[config.mk]
export PLATFORM = sky130hd
export DESIGN_NAME = fetch_prefetch_queue
export DESIGN_NICKNAME = d
export VERILOG_FILES = /design/src/rtl/cpu_pkg.sv /design/src/rtl/fetch_fifo.sv /design/src/rtl/fetch_prefetch_queue.sv
export SDC_FILE = /design/constraint.sdc
export NUM_CORES = 1
export LEC_CHECK = 0
export CORE_MARGIN = 2
export CORE_UTILIZATION = 50
export CTS_BUF_LIST = sky130_fd_sc_hd__clkbuf_4
export DETAILED_ROUTE_END_ITERATION = 10
export GPL_TIMING_DRIVEN = 0
export PLACE_DENSITY = 0.7
export SYNTH_ARGS = -nofsm -noshare
export SYNTH_HDL_FRONTEND = slang
export SYNTH_HIERARCHICAL = 1
export SYNTH_SLANG_ARGS = --single-unit
[constraint.sdc]
create_clock -name clk -period 4.1 [get_ports clk]
set_input_delay 0.41 -clock clk [delete_from_list [all_inputs] [get_ports clk]]
set_output_delay 0.41 -clock clk [all_outputs]
set_load 0.01 [all_outputs]
[src/rtl/cpu_pkg.sv]
// Shared CPU definitions: instruction width, opcode map and the fetch-unit state encoding.
package cpu_pkg;

  localparam int INSN_W = 32;

  localparam logic [5:0] OP_ADD = 6'b000000;
  localparam logic [5:0] OP_SUB = 6'b000001;
  localparam logic [5:0] OP_AND = 6'b000010;
  localparam logic [5:0] OP_OR  = 6'b000011;
  localparam logic [5:0] OP_LD  = 6'b010000;
  localparam logic [5:0] OP_ST  = 6'b010001;
  localparam logic [5:0] OP_BEQ = 6'b100000;
  localparam logic [5:0] OP_JMP = 6'b100010;
  localparam logic [5:0] OP_CAL = 6'b100100;
  localparam logic [5:0] OP_RET = 6'b100101;
  localparam logic [5:0] OP_HLT = 6'b111111;

  typedef enum logic [1:0] {IDLE, REQ, FLUSH, HALT} fetch_state_t;

  function automatic logic is_hlt(input logic [INSN_W-1:0] ir);
    return ir[INSN_W-1 -: 6] == OP_HLT;
  endfunction

endpackage

[src/rtl/fetch_fifo.sv]
// DEPTH-entry {pc, ir} FIFO with synchronous clear; the head is read combinationally.
module fetch_fifo
  import cpu_pkg::*;
#(
  parameter int DEPTH  = 4,
  parameter int ADDR_W = 32
) (
  input  logic                         clk,
  input  logic                         reset,
  input  logic                         clear,
  input  logic                         push,
  input  logic [ADDR_W-1:0]            push_pc,
  input  logic [INSN_W-1:0]            push_ir,
  input  logic                         pop,
  output logic [ADDR_W-1:0]            head_pc,
  output logic [INSN_W-1:0]            head_ir,
  output logic [$clog2(DEPTH+1)-1:0]   count
);

  localparam int PTR_W = $clog2(DEPTH);
  localparam int CNT_W = $clog2(DEPTH + 1);

  logic [PTR_W-1:0]  wr_ptr, rd_ptr;
  logic [ADDR_W-1:0] pc_mem [DEPTH];
  logic [INSN_W-1:0] ir_mem [DEPTH];

  // DEPTH is a power of two, so the pointers wrap on their own.
  always_ff @(posedge clk or negedge reset) begin
    if (!reset) begin
      wr_ptr <= '0;
      rd_ptr <= '0;
      count  <= '0;
    end else if (clear) begin
      wr_ptr <= '0;
      rd_ptr <= '0;
      count  <= '0;
    end else begin
      if (push) wr_ptr <= wr_ptr + PTR_W'(1);
      if (pop)  rd_ptr <= rd_ptr + PTR_W'(1);
      if (push && !pop)      count <= count + CNT_W'(1);
      else if (pop && !push) count <= count - CNT_W'(1);
    end
  end

  always_ff @(posedge clk) begin
    if (push) begin
      pc_mem[wr_ptr] <= push_pc;
      ir_mem[wr_ptr] <= push_ir;
    end
  end

  assign head_pc = pc_mem[rd_ptr];
  assign head_ir = ir_mem[rd_ptr];

endmodule

[src/rtl/fetch_prefetch_queue.sv]
// Instruction prefetch unit: single-outstanding req/ack fetch into a {pc, ir} queue feeding decode.
// Define FETCH_HLT_STOP_EN to stop fetching after an HLT word has been queued.
module fetch_prefetch_queue
  import cpu_pkg::*;
#(
  parameter int                ADDR_W   = 32,
  parameter int                DEPTH    = 4,
  parameter logic [ADDR_W-1:0] RESET_PC = '0
) (
  input  logic              clk,
  input  logic              reset,
  output logic              imem_req,
  output logic [ADDR_W-1:0] imem_addr,
  input  logic              imem_ack,
  input  logic [INSN_W-1:0] imem_rdata,
  input  logic              redirect_valid,
  input  logic [ADDR_W-1:0] redirect_pc,
  output logic              id_valid,
  input  logic              id_ready,
  output logic [INSN_W-1:0] id_ir,
  output logic [ADDR_W-1:0] id_pc,
  output logic              halted
);

  localparam int CNT_W = $clog2(DEPTH + 1);

  fetch_state_t      state, state_next;
  logic [ADDR_W-1:0] fetch_pc, fetch_pc_next, addr_q;
  logic [CNT_W-1:0]  count;
  logic [ADDR_W-1:0] head_pc;
  logic [INSN_W-1:0] head_ir;
  logic              push, pop;
  int                cnt_after_pop, cnt_after_push;

  assign pop      = id_valid & id_ready;
  assign id_valid = (count != '0);
  assign id_ir    = id_valid ? head_ir : '0;
  assign id_pc    = id_valid ? head_pc : '0;
  assign imem_addr = addr_q;

  fetch_fifo #(.DEPTH(DEPTH), .ADDR_W(ADDR_W)) u_fifo (
    .clk     (clk),
    .reset   (reset),
    .clear   (redirect_valid),
    .push    (push),
    .push_pc (fetch_pc),
    .push_ir (imem_rdata),
    .pop     (pop),
    .head_pc (head_pc),
    .head_ir (head_ir),
    .count   (count)
  );

  always_ff @(posedge clk or negedge reset) begin
    if (!reset) state <= IDLE;
    else        state <= state_next;
  end

  // While a stale request is outstanding the bus address stays put; fetch_pc holds the pending target.
  always_ff @(posedge clk or negedge reset) begin
    if (!reset) begin
      fetch_pc <= RESET_PC;
      addr_q   <= RESET_PC;
    end else begin
      fetch_pc <= fetch_pc_next;
      if (state_next != FLUSH) addr_q <= fetch_pc_next;
    end
  end

  always_comb begin
    state_next     = state;
    fetch_pc_next  = fetch_pc;
    push           = 1'b0;
    cnt_after_pop  = int'(count) - int'(pop);
    cnt_after_push = int'(count) + 1 - int'(pop);
    case (state)
      IDLE: begin
        if (redirect_valid) begin
          fetch_pc_next = redirect_pc;
          state_next    = REQ;
        end else if (cnt_after_pop < DEPTH) begin
          state_next = REQ;
        end
      end
      REQ: begin
        if (redirect_valid) begin
          fetch_pc_next = redirect_pc;
          state_next    = imem_ack ? REQ : FLUSH;
        end else if (imem_ack) begin
          push          = 1'b1;
          fetch_pc_next = fetch_pc + ADDR_W'(1);
          if (cnt_after_push >= DEPTH) state_next = IDLE;
`ifdef FETCH_HLT_STOP_EN
          if (is_hlt(imem_rdata)) state_next = HALT;
`endif
        end
      end
      FLUSH: begin
        if (redirect_valid) fetch_pc_next = redirect_pc;
        if (imem_ack)       state_next    = REQ;
      end
`ifdef FETCH_HLT_STOP_EN
      HALT: begin
        if (redirect_valid) begin
          fetch_pc_next = redirect_pc;
          state_next    = REQ;
        end
      end
`endif
      default: state_next = IDLE;
    endcase
  end

  always_comb begin
    imem_req = 1'b0;
    halted   = 1'b0;
    case (state)
      REQ, FLUSH: imem_req = 1'b1;
`ifdef FETCH_HLT_STOP_EN
      HALT:       halted   = 1'b1;
`endif
      default: ;
    endcase
  end

endmodule

======== Yosys cells after proc, flatten, opt, wreduce, memory -nomap -nowiden ========
Memories as Yosys holds them, arrays and structs flattened.
Index checks and enable logic that the tools add are counted.
operators by class
  muxes and demuxes ....................... 27
  $add $sub $neg .......................... 8
  reduce and logical (&&, ||, !) cells .... 11
  magnitude comparators ................... 2
  bitwise gates (word level) .............. 1
  eq/ne operators ......................... 3
operators with widths
  kind                   count
  $mux 32                5
  $pmux 32 s2            1
  $add 32x1->32 const B  1
  $mux 2                 11
  $mux 3                 3
  $mux 1                 6
  $pmux 2 s3             1
  $reduce_bool 3->1      2
  $ge 5x4->1 const B     1
  $sub 4x1->5            1
  $add 2x1->2 const B    2
  $add 3x1->4 const B    1
  $lt 4x4->1 const B     1
  $reduce_bool 2->1      2
  $reduce_or 2->1        2
  $sub 3x1->4            1
  $add 3x1->3 const B    1
  $sub 3x1->3 const B    1
  $eq 2x1->1 const B     1
  $eq 2x2->1 const B     1
  $logic_and 1x1->1      2
  $logic_not 1->1        2
  $logic_not 2->1        1
  $ne 2x2->1 const B     1
  $and 1x1->1            1
word-level totals
  memories kept ........................... 2
  bits in writable memories ............... 256
  register bits ........................... 73
  output and inout port bits .............. 99
  logic and storage cells ................. 60
  input bits .............................. 69
memory list
  name           words  width  read ports  clocked after Yosys merged registers in  wr ports  RTL line          RTL
  u_fifo.ir_mem  4      32     1           0                                        1         fetch_fifo.sv:25  logic [INSN_W-1:0] ir_mem [DEPTH];
  u_fifo.pc_mem  4      32     1           0                                        1         fetch_fifo.sv:24  logic [ADDR_W-1:0] pc_mem [DEPTH];

======== Logic depth before layout (Yosys ltp) ========
Gate-level depths: netlist of the first run.
  depth after elaboration ................. 9
  gate-level depth with buffers ........... 12
  gate-level depth less buffers ........... 9

======== By module ========
Netlist of the first run, hierarchy kept.
modules (own cells, without submodules)
  module                instances  cells each  seq. area each (sq um)  area an instance (sq um)
  fetch_fifo            1          375         7862.5                  9651.8
  fetch_prefetch_queue  1          505         1651.6                  4464.3

======== Worst setup path after synthesis of the first run ========
Ideal clock, no wire load.
  path kind ............................... reg2reg
  start ................................... reg state[1]
  end ..................................... mem u_fifo.ir_mem[0][0] (enable)
  period minus slack after synthesis ...... 3.560 ns
  cell stages (with the launch flop) ...... 9
  arrival ................................. 3.132 ns
  data required time ...................... 3.671 ns
  path slack .............................. 0.540 ns
  cells stage by stage .................... dfrtp_1 > inv_1 > ha_1 > clkbuf_1 > buf_1 > nand2_1 > nor2_1 > buf_2 > and2_1
on the way
  longest elaborated chain between the ends .. 4
RTL lines
  element                       RTL line                    RTL
  from (decl)                   fetch_prefetch_queue.sv:27  fetch_state_t state, state_next;
  from (signal assigned)        fetch_prefetch_queue.sv:56  else state <= state_next;
  $eq 2x1->1                    fetch_prefetch_queue.sv:76  case (state)
  $mux 1                        fetch_prefetch_queue.sv:76
  net push                      fetch_prefetch_queue.sv:32  logic push, pop;
  $mux 1                        fetch_fifo.sv:46            if (push) begin
  $mux 1 (implied by the code)  fetch_fifo.sv:48            ir_mem[wr_ptr] <= push_ir;
  to (decl)                     fetch_fifo.sv:25
The timed path passes the listed nets, and every way through them passes these cells.

======== Worst setup path after layout of the first run ========
  start ................................... reg u_fifo.count[2]
  end ..................................... out id_pc[9]
on the way
  longest elaborated chain between the ends .. 2
RTL lines
  element                 RTL line                    RTL
  from (decl)             fetch_fifo.sv:17            output logic [$clog2(DEPTH+1)-1:0] count
  from (signal assigned)  fetch_fifo.sv:40            if (push && !pop) count <= count + CNT_W'(1);
  from (signal assigned)  fetch_fifo.sv:41            else if (pop && !push) count <= count - CNT_W'(1);
  $reduce_bool 3->1       fetch_prefetch_queue.sv:36  assign id_valid = (count != '0);
  $mux 32                 fetch_prefetch_queue.sv:38  assign id_pc = id_valid ? head_pc : '0;
  to (decl)               fetch_prefetch_queue.sv:21  output logic [ADDR_W-1:0] id_pc,
Every way passes these cells.

==> results of run 1 <==
## per-stage QoR
stage | power, W | hold slack, ns
3_3_place_gp | 0.00943 | 0.477
4_1_cts | 0.0124 | 0.141
2_1_floorplan | 0.00724 | 0.114
6_report | 0.0123 | 0.177
3_5_place_dp | 0.00949 | 0.385
5_1_grt | 0.0130 | 0.203
## flip-flops by register name (all words and copies together), names as in the netlist
name,flops
fetch_pc,32
imem_addr,32
state,2
u_fifo/count,3
u_fifo/ir_mem,128
u_fifo/pc_mem,128
u_fifo/rd_ptr,2
u_fifo/wr_ptr,2
## worst max-delay path: cells and delay by family, from the launching register on
kind	cells	cell delay, ns
buf+inv	3	1.50
flops	1	0.43
simple gates	2	0.50
## area by class of cell
cell class / instances / share of cell area, %
Buffer: 57 / 1.73
Clock inverter: 25 / 0.941
Antenna cell: 2 / 0.0285
Multi-Input combinational cell: 482 / 24.3
Clock buffer: 128 / 5.48
Inverter: 12 / 0.257
Tap cell: 378 / 2.70
Sequential cell: 329 / 54.2
Timing Repair Buffer: 173 / 10.3
## synth_stat cells (5+ instances only)
master / n
a311oi_1: 7
nand3_1: 20
nor4_1: 10
mux2_2: 26
a211oi_1: 11
buf_2: 11
dfrtp_1: 73
xnor2_1: 5
and2_1: 75
edfxtp_1: 256
a21oi_1: 14
o22ai_1: 10
ha_1: 9
clkbuf_1: 32
o41ai_1: 5
o21ai_0: 25
nor3_1: 15
mux4_2: 64
buf_6: 8
o21a_1: 7
or3_1: 9
inv_1: 11
nand2_1: 25
and3_1: 9
and4_1: 5
nor2_1: 35
mux2i_1: 6
nand4_1: 15
nand2b_1: 8
## per-layer routing
metal	up-vias	share of wire, %	global-route usage, %
met1	4461	43	32.5
li1	4042	-	-
met5	-	0	0
met2	402	48	37.8
met4	0	2.5	9.06
met3	65	7.3	5.24
## worst max path at each step
stage,depth (start not counted),slack (ns),start,end
2_1_floorplan,8,0.54,state[1],u_fifo/ir_mem[0][0]
3_3_place_gp,7,-1.63,redirect_valid,u_fifo/pc_mem[0][20]
3_5_place_dp,11,0.09,redirect_valid,u_fifo/count[2]
4_1_cts,5,0.43,u_fifo/count[2],id_pc[5]
5_1_grt,5,0.32,u_fifo/count[2],id_pc[7]
6_report,5,0.55,u_fifo/count[2],id_pc[9]
## power groups by stage
stage               sequential, W  combinational (W)  clock (W)
detailed placement        0.00476            0.00473          0
floorplan                 0.00464            0.00260          0
global placement          0.00475            0.00468          0
finish                    0.00470            0.00471    0.00286
global route              0.00477            0.00510    0.00312
CTS                       0.00470            0.00475    0.00294
## cell families after synthesis
kind of cell	count (synthesis)	synth area share, %
xor gates and xnor gates	7	0.434
other	1	0.0266
DFF	329	67.4
muxes	99	12.9
and+or+nand+nor	248	10.0
adders and majority gates	10	0.940
buffers and inverters	69	2.46
AOI/OAI and AO/OA	117	5.79
==> flow_metrics.tcl, run 1 <==
set metrics [dict create \
    netlist.area_leader.share_pct 54.5 \
    seqCellArea_sq_um 9510 \
    synth_ff_type "edfxtp_1" \
    setup_ws_ns 0.553 \
    clock_skew_ns 0.0866 \
    antenna_found_initial 1 \
    avgViaCountPerCell 5.66 \
    swShare_pct 33.7 \
    vias 8970 \
    rr_endpoint "u_fifo/pc_mem[2][23]" \
    synth_cells 880 \
    worstMarginPinSlew_ns 1.14 \
    postCtsResizedCells 0 \
    comb_power_share_pct 38.4 \
    ys_warn_count 6 \
    fin_crit_sh_pct 86.5 \
    dr.pass1.iters 5 \
    p_leak_nw 6.09 \
    multi_input_area_sq_um 4270 \
    vdd_ir_drop_max_mv 0.346 \
    cp_slowest_cell "clkdlybuf4s50_1" \
    gp_congestion 0.950 \
    cts_buffer_depth 3 \
    std_cell_rows 61 \
    period_needed_ns 3.55 \
    slew_headroom_pct 23.1 \
    dieHeight_microns 172 \
    netlist_top_cells_area "edfxtp_1 (54%), dfrtp_1 (13%), mux4_2 (10%)" \
    synth_edf_count 256 \
    ys_ff_latch 329 \
    max_cap_violations 0 \
    pre_cts_slack_ns 0.0932 \
    netlist_area_sq_um 14100 \
    utilization_pct 63.1 \
    area_growth_pct 24.3 \
    power_density_nw_per_um2 700 \
    htreeDepth 3 \
    end_kind "output port" \
    grt_max_degree 54 \
    required_ns 3.69 \
    fin_nets 1217 \
    tns_ns 0 \
    finish.instance_area_sq_um 17500 \
    r2r_start "state[1]" \
    start_util_pct 50.8 \
    maxSlewViolCount 0 \
    postCtsSetupRepairBufs 0 \
    boundaryPins 168 \
    overflow 0 \
    clkSinkCount 329 \
    synth_area_leader_cell "edfxtp_1" \
    synthesis.nets 959 \
    initialDrtViolationCount 746 \
    setup_violations 0 \
    fmax_mhz 282 \
    holdBufCountCts 1 \
    cts_buffers 83 \
    grt_pass1_vias 9190 \
    hpwl_mm 23.3 \
    rsz0062_at_grt "no" \
    layout_commonest_cell "edfxtp_1" \
    crit_chain "or3_1 -> buf_1 -> clkbuf_1 -> and2_1 -> clkdlybuf4s50_1" \
    power_frac_clock_pct 23.3 \
    path_max_fanout 10 \
    routed_wl_mm 34.3 \
    dp.cells 1430 \
    cts_tree "yes" \
    r2r_slack_ns 0.63 \
    clkTransAtPathRegs_ns 0.07 \
    power_frac_seq_pct 38.3 \
    drcViolationCount 0 \
    hold_class "in2async" \
    fillers 2155 \
    grt_first_pass_wirelength_mm 52.3 \
    drt-wirelength-per-cell_microns 21.6 \
    ys_types 69 \
    yosysSeqAreaShare_pct 67.4 \
    internal-power_w 0.00814 \
    cts-root-buf "clkbuf_4" \
    clock_latency_ns 0.72 \
    rr_worst_depth 9 \
    crit_type "reg2out" \
    ant_nets 0 \
    async_reset_ff_share_pct 22.2 \
    setup.worst_path.start_class "register" \
    syn_area_per_cell_sq_um 16.0 \
    portBuffers 166 \
    place_area_sq_um 16400 \
    die-width_microns 172 \
    most-common-layout-cells "edfxtp_1 (256), clkdlybuf4s50_1 (165), clkbuf_4 (128)" \
    hold_viol_final 0 \
    layoutNonFillerInstCount 1586 \
    drive_gt1_share_pct 22.9 \
    critPathArrivalTime_ns 3.14 \
    slowest_delay_ns 0.60 \
    coreArea_sq_um 27800 \
    status "completed" \
    dieArea_sq_um 29600 \
    groute.usage.overall_pct 23.8 \
    switching_power_w 0.00414 \
]
No activity file was read; power rests on OpenSTA's default activity.
==> inputs of run 2 (changes only) <==
--- a/config.mk
+++ b/config.mk
@@ -5,9 +5,11 @@
 export SDC_FILE = /design/constraint.sdc
 export NUM_CORES = 1
 export LEC_CHECK = 0
+export ABC_CLOCK_PERIOD_IN_PS = 4100
 export CORE_MARGIN = 2
 export CORE_UTILIZATION = 50
 export CTS_BUF_LIST = sky130_fd_sc_hd__clkbuf_4
+export CTS_CLUSTER_SIZE = 12
 export DETAILED_ROUTE_END_ITERATION = 10
 export GPL_TIMING_DRIVEN = 0
 export PLACE_DENSITY = 0.7
==> results of run 2 <==
No change in the layout: final DEF, timing and power equal those of run 1.
==> inputs of run 3 (changes only) <==
--- a/config.mk
+++ b/config.mk
@@ -11,7 +11,6 @@
 export CTS_BUF_LIST = sky130_fd_sc_hd__clkbuf_4
 export CTS_CLUSTER_SIZE = 12
 export DETAILED_ROUTE_END_ITERATION = 10
-export GPL_TIMING_DRIVEN = 0
 export PLACE_DENSITY = 0.7
 export SYNTH_ARGS = -nofsm -noshare
 export SYNTH_HDL_FRONTEND = slang
==> run 3 against run 2 <==
Sequential share of layout area increased by 0.39 points. Non-clock buffer count decreased by 34. Global-route usage decreased by 0.71 points. Clock power hardly changed. Critical path type unchanged. Core utilization shrank 0.42 points. Highest routed layer unchanged. Fmax rose by 1.2%. Critical endpoint is now id_pc[24]. Largest power group is now registers. Worst setup slack improved by 0.041 ns. Via count shrank 0.76%.
==> flow_metrics.tcl, run 3 (same netlist as run 1, synthesis figures left out) <==
set metrics [dict create \
    htreeDepth 3 \
    crit_type "reg2out" \
    vias 8902 \
    power_density_nw_per_um2 694 \
    setup_violations 0 \
    clkSinkCount 329 \
    die-width_microns 172 \
    hpwl_mm 21.4 \
    tns_ns 0 \
    layout_commonest_cell "edfxtp_1" \
    avgViaCountPerCell 5.72 \
    r2r_start "state[1]" \
    overflow 0 \
    dieHeight_microns 172 \
    hold_start "imem_rdata[5]" \
    antenna_found_initial 1 \
    timing.hold.ws_ns 0.313 \
    hold_class "in2reg" \
    clock_latency_ns 0.74 \
    worstMarginPinSlew_ns 0.950 \
    reg_top3 "u_fifo/ir_mem x128, u_fifo/pc_mem x128" \
    maxSlewViolCount 0 \
    postCtsSetupRepairBufs 0 \
    slowest_delay_ns 0.83 \
    hold_depth 1 \
    rr_worst_depth 7 \
    r2r_slack_ns 0.99 \
    clock_skew_ns 0.0542 \
    max_cap_violations 0 \
    routed_wl_mm 33.3 \
    rsz0062_at_grt "no" \
    cts_buffers 87 \
    critPathArrivalTime_ns 3.10 \
    dr.pass1.iters 7 \
    ant_nets 0 \
    cts_tree "yes" \
    crit_chain "or3_2 -> buf_4 -> and2_1 -> clkdlybuf4s50_1" \
    dieArea_sq_um 29600 \
    fin_crit_sh_pct 85.5 \
    end_kind "output port" \
    p_leak_nw 6.04 \
    vdd_ir_drop_max_mv 0.404 \
    drcViolationCount 0 \
    grt_pass1_vias 9070 \
    cts-root-buf "clkbuf_4" \
    fin_nets 1187 \
    coreArea_sq_um 27800 \
    hold_viol_final 0 \
    drt-wirelength-per-cell_microns 21.4 \
    area_growth_pct 23.5 \
    slew_headroom_pct 36.2 \
    crit_start "u_fifo/count[2]" \
    status "completed" \
    clkTransAtPathRegs_ns 0.07 \
    setup.worst_path.start_class "register" \
    groute.usage.overall_pct 23.1 \
    period_needed_ns 3.51 \
    portBuffers 166 \
    grt_max_degree 74 \
    grt_first_pass_wirelength_mm 50.9 \
    path_max_fanout 37 \
    cp_slowest_cell "or3_2" \
    initialDrtViolationCount 667 \
    gp_congestion 0.943 \
    drive_gt1_share_pct 23.7 \
    start_util_pct 50.8 \
    std_cell_rows 61 \
    fmax_mhz 285 \
    cts_buffer_depth 3 \
    boundaryPins 168 \
    most-common-layout-cells "edfxtp_1 (256), clkdlybuf4s50_1 (165), clkbuf_4 (126)" \
    required_ns 3.69 \
]
-- run 3: final timing paths --
| check | to |
|---|---|
| min in group asynchronous | imem_addr[19] |
| max | id_pc[24] |
| max reg2reg | imem_addr[6] |
| min | u_fifo/ir_mem[0][5] |
| min reg2reg | imem_addr[24] |
| max in group asynchronous | u_fifo/rd_ptr[0] |
-- run 3: timing repair --
| action | CTS | global route |
|---|---|---|
| hold buffers | 1 | 0 |
| hold endpoints to repair | 73 | 0 |
| resized for setup | 0 | 0 |
-- run 3: cell type report --
class | instances | area [sq um]
antenna | 1 | 2.50
clock buffer | 126 | 946
clock inverter | 33 | 184
fill | 2107 | 10400
inverter | 12 | 45.0
multi-input combinational | 482 | 4260
sequential | 329 | 9520
tap | 378 | 473
timing repair buffer | 196 | 2000
-- run 3: critical path, delay by kind of cell (launching register included) --
family | cells | cell delay [ns]
AND/OR/NAND/NOR | 2 | 1.06
flip-flops | 1 | 0.45
buffers and inverters | 2 | 0.86
-- run 3: metal layers --
layer  global-route usage (%)  up-vias  share of wire, %
li1                         -     3993                 -
met1                     30.4     4462                42
met2                     37.3      382                48
met3                     5.61       65               7.3
met4                     9.21        0               2.4
met5                        0        -                 0
-- run 3: power breakdown --
group	internal, W	switching (W)
combinational	0.00234	0.00208
clock	0.00149	0.00134
sequential	0.00420	0.000647
total	0.00804	0.00407
-- run 3: through the flow --
stage               utilization, %  total power [W]  setup slack (ns)  cell area [sq um]  std cells
global placement              58.6          0.00932             0.841              16300       1396
finish                        62.7           0.0121             0.594              17400       1557
detailed placement            58.6          0.00937             0.857              16300       1396
CTS                           62.7           0.0123             0.489              17400       1556
global route                  62.7           0.0128             0.432              17400       1557
floorplan                        -          0.00724             0.540              14100        880
